<file path="config.mk">
export PLATFORM = sky130hd
export DESIGN_NAME = spi_slave_flat
export DESIGN_NICKNAME = d
export VERILOG_FILES = /design/src/rtl/spi_slave_if.sv /design/src/rtl/spi_slave.sv /design/src/flat_wrapper.sv
export SDC_FILE = /design/constraint.sdc
export NUM_CORES = 1
export LEC_CHECK = 0
export ABC_CLOCK_PERIOD_IN_PS = 1300
export BUFFER_PORTS_ARGS = -buffer_cell sky130_fd_sc_hd__buf_2
export CORE_UTILIZATION = 50
export CTS_CLUSTER_DIAMETER = 100
export DETAILED_ROUTE_END_ITERATION = 10
export PLACE_DENSITY = 0.73
export SYNTH_ARGS = -nofsm -noshare
export SYNTH_HDL_FRONTEND = slang
export SYNTH_SLANG_ARGS = --single-unit
</file>
<file path="constraint.sdc">
create_clock -name clk -period 1.3 [get_ports clk]
set_input_delay 0.065 -clock clk [delete_from_list [all_inputs] [get_ports clk]]
set_output_delay 0.065 -clock clk [all_outputs]
set_load 0.05 [all_outputs]
</file>
<file path="src/rtl/spi_slave_if.sv">
// Host/SPI-pin bundle for spi_slave: slave modport faces the block, master modport faces the pins and host.
// Combinational wires only; no latency and no backpressure inside the interface.
interface spi_slave_if;
   logic       s_clk;
   logic       s_cs;
   logic       s_mosi;
   logic       s_miso;
   logic [7:0] tx_data;
   logic       tx_we;
   logic       tx_full;
   logic [7:0] rx_data;
   logic       rx_valid;
   logic       irq;
   logic       irq_clr;

   modport slave (
      input  s_clk, s_cs, s_mosi, tx_data, tx_we, irq_clr,
      output s_miso, tx_full, rx_data, rx_valid, irq
   );

   modport master (
      output s_clk, s_cs, s_mosi, tx_data, tx_we, irq_clr,
      input  s_miso, tx_full, rx_data, rx_valid, irq
   );
endinterface

</file>
<file path="src/rtl/spi_slave.sv">
// SPI mode-0 slave with 1-byte TX buffer; rx_valid SYNC_STAGES+1 clks after the 8th s_clk rise, tx_we ignored while tx_full.
// Optional receive interrupt flag enabled by defining SPI_SLAVE_IRQ_EN.
module spi_slave #(
   parameter int unsigned SYNC_STAGES = 2,
   parameter logic [7:0]  IDLE_BYTE   = 8'hFF
) (
   input  logic       clk,
   input  logic       nreset,
   spi_slave_if.slave bus
);
   typedef enum logic [1:0] {ST_IDLE, ST_LOAD, ST_SHIFT} state_t;

   state_t                 state_q, state_d;
   logic [SYNC_STAGES-1:0] sclk_sync_q, cs_sync_q, mosi_sync_q, settle_q;
   logic                   sclk_prev_q, cs_prev_q;
   logic                   armed_q, armed_d;
   logic                   sclk_s, cs_s, mosi_s, settled;
   logic                   sclk_rise, sclk_fall, cs_fall;
   logic [7:0]             tx_sh_q, tx_sh_d, rx_sh_q, rx_sh_d;
   logic [7:0]             buf_q, buf_d, rx_data_q, rx_data_d;
   logic                   tx_full_q, tx_full_d, rx_valid_q, rx_valid_d;
   logic [2:0]             bit_cnt_q, bit_cnt_d;
   logic                   load, miso;

   assign sclk_s    = sclk_sync_q[SYNC_STAGES-1];
   assign cs_s      = cs_sync_q[SYNC_STAGES-1];
   assign mosi_s    = mosi_sync_q[SYNC_STAGES-1];
   assign settled   = settle_q[SYNC_STAGES-1];
   assign sclk_rise = sclk_s & ~sclk_prev_q;
   assign sclk_fall = ~sclk_s & sclk_prev_q;
   assign cs_fall   = cs_prev_q & ~cs_s;
   // A frame may only start after s_cs has been seen high on real (non-preset) samples since reset.
   assign armed_d   = armed_q | (settled & cs_s);

   always_ff @(posedge clk) begin
      if (!nreset) begin
         sclk_sync_q <= '0;
         cs_sync_q   <= '1;
         mosi_sync_q <= '0;
         settle_q    <= '0;
         sclk_prev_q <= 1'b0;
         cs_prev_q   <= 1'b1;
         armed_q     <= 1'b0;
      end else begin
         sclk_sync_q <= {sclk_sync_q[SYNC_STAGES-2:0], bus.s_clk};
         cs_sync_q   <= {cs_sync_q[SYNC_STAGES-2:0], bus.s_cs};
         mosi_sync_q <= {mosi_sync_q[SYNC_STAGES-2:0], bus.s_mosi};
         settle_q    <= {settle_q[SYNC_STAGES-2:0], 1'b1};
         sclk_prev_q <= sclk_s;
         cs_prev_q   <= cs_s;
         armed_q     <= armed_d;
      end
   end

   always_ff @(posedge clk) begin
      if (!nreset) state_q <= ST_IDLE;
      else         state_q <= state_d;
   end

   always_comb begin
      state_d = state_q;
      unique case (state_q)
         ST_IDLE:  if (cs_fall && armed_q) state_d = ST_LOAD;
         ST_LOAD:  state_d = ST_SHIFT;
         ST_SHIFT: if (cs_s) state_d = ST_IDLE;
         default:  state_d = ST_IDLE;
      endcase
   end

   // Reload after the 8th bit happens on the fall that follows the counter wrapping to 0.
   always_comb begin
      miso = 1'b1;
      load = 1'b0;
      unique case (state_q)
         ST_LOAD: begin
            miso = tx_sh_q[7];
            load = 1'b1;
         end
         ST_SHIFT: begin
            miso = tx_sh_q[7];
            load = sclk_fall && !cs_s && (bit_cnt_q == 3'd0);
         end
         default: ;
      endcase
   end

   always_comb begin
      tx_sh_d    = tx_sh_q;
      rx_sh_d    = rx_sh_q;
      buf_d      = buf_q;
      tx_full_d  = tx_full_q;
      rx_data_d  = rx_data_q;
      rx_valid_d = 1'b0;
      bit_cnt_d  = bit_cnt_q;
      if (load) begin
         tx_sh_d   = tx_full_q ? buf_q : IDLE_BYTE;
         tx_full_d = 1'b0;
      end else if (state_q == ST_SHIFT && !cs_s && sclk_fall) begin
         tx_sh_d = {tx_sh_q[6:0], 1'b0};
      end
      if (bus.tx_we && !tx_full_q) begin
         buf_d     = bus.tx_data;
         tx_full_d = 1'b1;
      end
      if (state_q == ST_SHIFT && !cs_s && sclk_rise) begin
         rx_sh_d   = {rx_sh_q[6:0], mosi_s};
         bit_cnt_d = bit_cnt_q + 3'd1;
         if (bit_cnt_q == 3'd7) begin
            rx_data_d  = {rx_sh_q[6:0], mosi_s};
            rx_valid_d = 1'b1;
         end
      end
      if (state_q != ST_SHIFT) bit_cnt_d = 3'd0;
   end

   always_ff @(posedge clk) begin
      if (!nreset) begin
         tx_sh_q    <= IDLE_BYTE;
         rx_sh_q    <= 8'h00;
         buf_q      <= 8'h00;
         tx_full_q  <= 1'b0;
         rx_data_q  <= 8'h00;
         rx_valid_q <= 1'b0;
         bit_cnt_q  <= 3'd0;
      end else begin
         tx_sh_q    <= tx_sh_d;
         rx_sh_q    <= rx_sh_d;
         buf_q      <= buf_d;
         tx_full_q  <= tx_full_d;
         rx_data_q  <= rx_data_d;
         rx_valid_q <= rx_valid_d;
         bit_cnt_q  <= bit_cnt_d;
      end
   end

   assign bus.s_miso   = miso;
   assign bus.tx_full  = tx_full_q;
   assign bus.rx_data  = rx_data_q;
   assign bus.rx_valid = rx_valid_q;

`ifdef SPI_SLAVE_IRQ_EN
   logic irq_q, irq_d;

   // Set has priority so a clear racing a new byte never loses the interrupt.
   always_comb begin
      irq_d = irq_q;
      if (bus.irq_clr) irq_d = 1'b0;
      if (rx_valid_q)  irq_d = 1'b1;
   end

   always_ff @(posedge clk) begin
      if (!nreset) irq_q <= 1'b0;
      else         irq_q <= irq_d;
   end

   assign bus.irq = irq_q;
`else
   logic unused_irq_clr;
   assign unused_irq_clr = bus.irq_clr;
   assign bus.irq        = 1'b0;
`endif
endmodule
</file>
<file path="src/flat_wrapper.sv">
// flat-port wrapper written by rule: the top's interface ports become plain ports
module spi_slave_flat 
#(
   parameter int unsigned SYNC_STAGES = 2,
   parameter logic [7:0]  IDLE_BYTE   = 8'hFF
)
  (clk, nreset, bus_s_clk, bus_s_cs, bus_s_mosi, bus_tx_data, bus_tx_we, bus_irq_clr, bus_s_miso, bus_tx_full, bus_rx_data, bus_rx_valid, bus_irq);
  spi_slave_if bus_i ();
  input  logic clk;
  input  logic nreset;
  input wire logic [$bits(bus_i.s_clk)-1:0] bus_s_clk;
  input wire logic [$bits(bus_i.s_cs)-1:0] bus_s_cs;
  input wire logic [$bits(bus_i.s_mosi)-1:0] bus_s_mosi;
  input wire logic [$bits(bus_i.tx_data)-1:0] bus_tx_data;
  input wire logic [$bits(bus_i.tx_we)-1:0] bus_tx_we;
  input wire logic [$bits(bus_i.irq_clr)-1:0] bus_irq_clr;
  output wire logic [$bits(bus_i.s_miso)-1:0] bus_s_miso;
  output wire logic [$bits(bus_i.tx_full)-1:0] bus_tx_full;
  output wire logic [$bits(bus_i.rx_data)-1:0] bus_rx_data;
  output wire logic [$bits(bus_i.rx_valid)-1:0] bus_rx_valid;
  output wire logic [$bits(bus_i.irq)-1:0] bus_irq;
  assign bus_i.s_clk = bus_s_clk;
  assign bus_i.s_cs = bus_s_cs;
  assign bus_i.s_mosi = bus_s_mosi;
  assign bus_i.tx_data = bus_tx_data;
  assign bus_i.tx_we = bus_tx_we;
  assign bus_i.irq_clr = bus_irq_clr;
  assign bus_s_miso = bus_i.s_miso;
  assign bus_tx_full = bus_i.tx_full;
  assign bus_rx_data = bus_i.rx_data;
  assign bus_rx_valid = bus_i.rx_valid;
  assign bus_irq = bus_i.irq;
  spi_slave #(.SYNC_STAGES(SYNC_STAGES), .IDLE_BYTE(IDLE_BYTE)) u_core (.clk(clk), .nreset(nreset), .bus(bus_i));
endmodule
</file>
==> results.py <==
metrics = {
    "synthesis": {
        "synth_cell_types": 33,
        "ys_seq_elements": 49,
        "synthesis.nets": 230,
        "synthDominantCellAreaShare": 0.485,
        "yosysMostFrequentCell": "dfxtp_1",
        "avgSynthCellArea_um2": 9.67,
        "synthCells": 209,
        "synth.area.top_cells": "dfxtp_1 49%, nand2_1 5.9%, mux2i_1 4.0%, a21boi_2 3.9%, ha_1 3.7%",
        "seq_area_frac_synth": 0.485,
        "async_reset_ff_frac": 0,
        "synth-edff-count": 0,
        "synth_flop_cell": "dfxtp_1",
        "syn_area_um2": 2020,
        "yosysTopAreaCell": "dfxtp_1",
        "yosysWarnings": 0,
        "ys_top_cells_by_count": "49 x dfxtp_1, 32 x nand2_1, 12 x inv_1",
    },
    "floorplan": {
        "io_pins": 27,
        "die_h_um": 65.6,
        "initial_core_util": 0.536,
        "die_area_um2": 4300,
        "core_um2": 3770,
        "die_w_um": 65.6,
        "rows": 22,
    },
    "clock_network": {
        "clk_latency_ns": 0.29,
        "htreeDepth": 2,
        "clkTransAtPathRegs_ns": 0.08,
        "cts-root-buf": "clkbuf_8",
        "clockBufferDepth": 2,
        "cts_tree": "done",
        "cts_made_buffers": 5,
        "cts.sinks": 49,
    },
    "global_route": {
        "grtUsageTotal": 0.185,
        "grt_max_degree": 29,
        "grt_pass1_wl_mm": 6.02,
        "grt_pass1_vias": 1301,
        "grt_antenna_before_repair": 0,
        "grt.overflow.total": 0,
    },
    "setup_path": {
        "cp_data_required_time_ns": 1.49,
        "startpoint": "u_core.bit_cnt_q[0]",
        "critPathMaxFanout": 3,
        "crit_path_start_kind": "flop",
        "worstPathArrival_ns": 1.64,
        "critical_path_class": "reg2reg",
        "end_kind": "flop",
        "timing.rr.start": "u_core.bit_cnt_q[0]",
    },
    "routing": {
        "num_vias": 1514,
        "routed_wl_mm": 3.71,
        "wl_per_cell_um": 12.3,
        "routed_via_density": 5.03,
        "ant_nets": 0,
        "first_pass_iters": 4,
        "drt_iter0_drc": 71,
        "drt_drc_violations_left": 0,
    },
    "sta": {
        "fin_crit_ns": 1.45,
        "max_freq_mhz": 688,
        "period_share": 1.12,
        "setup_viol": 30,
        "setup_slack_ns": -0.153,
        "hold_slack_ns": 0.0242,
        "finClkSkew_ns": 0.00496,
        "hold_viol": 0,
        "grt_setup_unrepaired": "yes",
        "slew_violations": 0,
    },
    "final_layout": {
        "layout-drive-gt1-share": 0.379,
        "fin_cells": 301,
        "final_area_um2": 2650,
        "nets": 274,
        "n_antenna_cell": 0,
        "syn_to_final_growth_pct": 31.1,
        "n_fill_cell": 271,
    },
    "pwr": {
        "ir_drop_mv": 0.962,
        "power_mw": 2.60,
        "p_leak_nw": 1.21,
        "power_density_nw_per_um2": 979,
    },
    "placed_design": {
        "placed_cell_area_um2": 2300,
        "place.port_buffers": 24,
        "gp_congestion": 0.770,
        "dp_cells": 286,
        "dpl.hpwl_mm": 2.29,
    },
    "hold_path": {
        "hp-start": "bus_tx_data[5]",
        "min_path_type": "in2reg",
    },
    "run": {
        "cap_violations": 0,
    },
    "outcome": {
        "status": "complete, but fails checks",
        "violations": "negative setup slack",
    },
}
metrics by stage:
| stage | util | worst slack, ns | TNS, ns |
|---|---|---|---|
| after floorplan | - | -0.0217 | -0.0217 |
| after global placement | 0.610 | -0.150 | -2.11 |
| after detailed placement | 0.610 | -0.207 | -2.38 |
| after CTS | 0.676 | -0.121 | -1.48 |
| after global routing | 0.703 | -0.213 | -3.57 |
| final | 0.703 | -0.153 | -2.02 |
report_power, final:
group | leakage (nW) | internal (mW) | total (mW) | switching (mW)
clock network | 0.0443 | 0.423 | 0.881 | 0.458
registers | 0.402 | 1.53 | 1.55 | 0.0212
logic | 0.766 | 0.0867 | 0.161 | 0.0747
cell type report:
| cell class | count | area, um2 | area share |
|---|---|---|---|
| clock buffer | 7 | 86.3 | 0.0326 |
| inverter | 12 | 47.5 | 0.0179 |
| timing repair buffer | 47 | 362 | 0.136 |
| multi-input combinational | 138 | 1100 | 0.417 |
| sequential | 49 | 990 | 0.373 |
| tap | 48 | 60.1 | 0.0227 |
worst max-delay path: stages, from the launching register on:
cell     delay (ns)
dfxtp_2        0.33
inv_1          0.06
ha_2           0.17
nor2b_4        0.14
o21a_1         0.15
nor2_2         0.06
buf_6          0.12
a221o_1        0.32
state kept, by name (all words and copies together), names as in the netlist:
| name | flops |
|---|---|
| u_core.armed_q | 1 |
| u_core.bit_cnt_q | 3 |
| u_core.buf_q | 8 |
| u_core.bus.rx_data | 8 |
| u_core.bus.rx_valid | 1 |
| u_core.bus.tx_full | 1 |
| u_core.cs_prev_q | 1 |
| u_core.cs_sync_q | 2 |
| u_core.mosi_sync_q | 2 |
| u_core.rx_sh_q | 7 |
| u_core.sclk_prev_q | 1 |
| u_core.sclk_sync_q | 2 |
| u_core.settle_q | 2 |
| u_core.state_q | 2 |
| u_core.tx_sh_q | 8 |
worst paths after layout:
| check | endpoint | slack, ns | depth (start not counted) |
|---|---|---|---|
| setup reg to reg | u_core.tx_sh_q[6] | -0.15 | 7 |
| hold reg to reg | u_core.cs_sync_q[1] | 0.41 | 1 |
| setup / recovery | u_core.tx_sh_q[6] | -0.15 | 7 |
| hold / removal | u_core.buf_q[5] | 0.02 | 3 |
cell usage in the layout, fill, tap and decap left out, types with 2 or more instances in the layout:
cell,n
buf_6,7
buf_2,23
buf_4,12
a21oi_1,2
o21ai_2,3
o21ai_0,5
inv_2,2
a21boi_1,8
nor2b_1,10
ha_1,3
dlygate4sd3_1,3
a21boi_2,8
nand2b_1,11
nand3_1,7
mux2i_1,8
o21ai_1,4
nand3b_1,2
dfxtp_1,44
nand2_4,10
ha_4,2
nand3_2,2
inv_1,9
nand2_1,20
a21oi_2,2
and2_1,6
nand2_2,3
a221o_1,7
dfxtp_2,4
clkbuf_8,6
metal layers:
layer / track usage / vias to the layer above / part of all wire
li1: - / 785 / -
met2: 0.274 / 28 / 0.45
met1: 0.254 / 694 / 0.50
met3: 0.0417 / 7 / 0.032
met4: 0.0815 / 0 / 0.016
met5: 0 / - / 0
kinds of logic (layout without fill, tap and decap cells):
group | Yosys count | in the layout | share of synthesized area
AOI/OAI and AO/OA | 42 | 43 | 0.162
buffers and inverters | 23 | 66 | 0.0545
and+or+nand+nor | 79 | 79 | 0.215
other | 1 | 1 | 0.00186
xor gates and xnor gates | 1 | 1 | 0.00434
muxes | 8 | 8 | 0.0396
adders and majority gates | 6 | 6 | 0.0372
DFF | 49 | 49 | 0.485
repair_timing:
item / 4_1_cts / 5_1_grt
hold buffers: 3 / 0
gates cloned: 2 / 0
setup endpoints to repair: 30 / 31
hold endpoints to repair: 3 / 0
buffers inserted: 0 / 3
gates resized for setup: 37 / 28
pin swaps: 14 / 20
No activity file was read; power rests on OpenSTA's default activity.
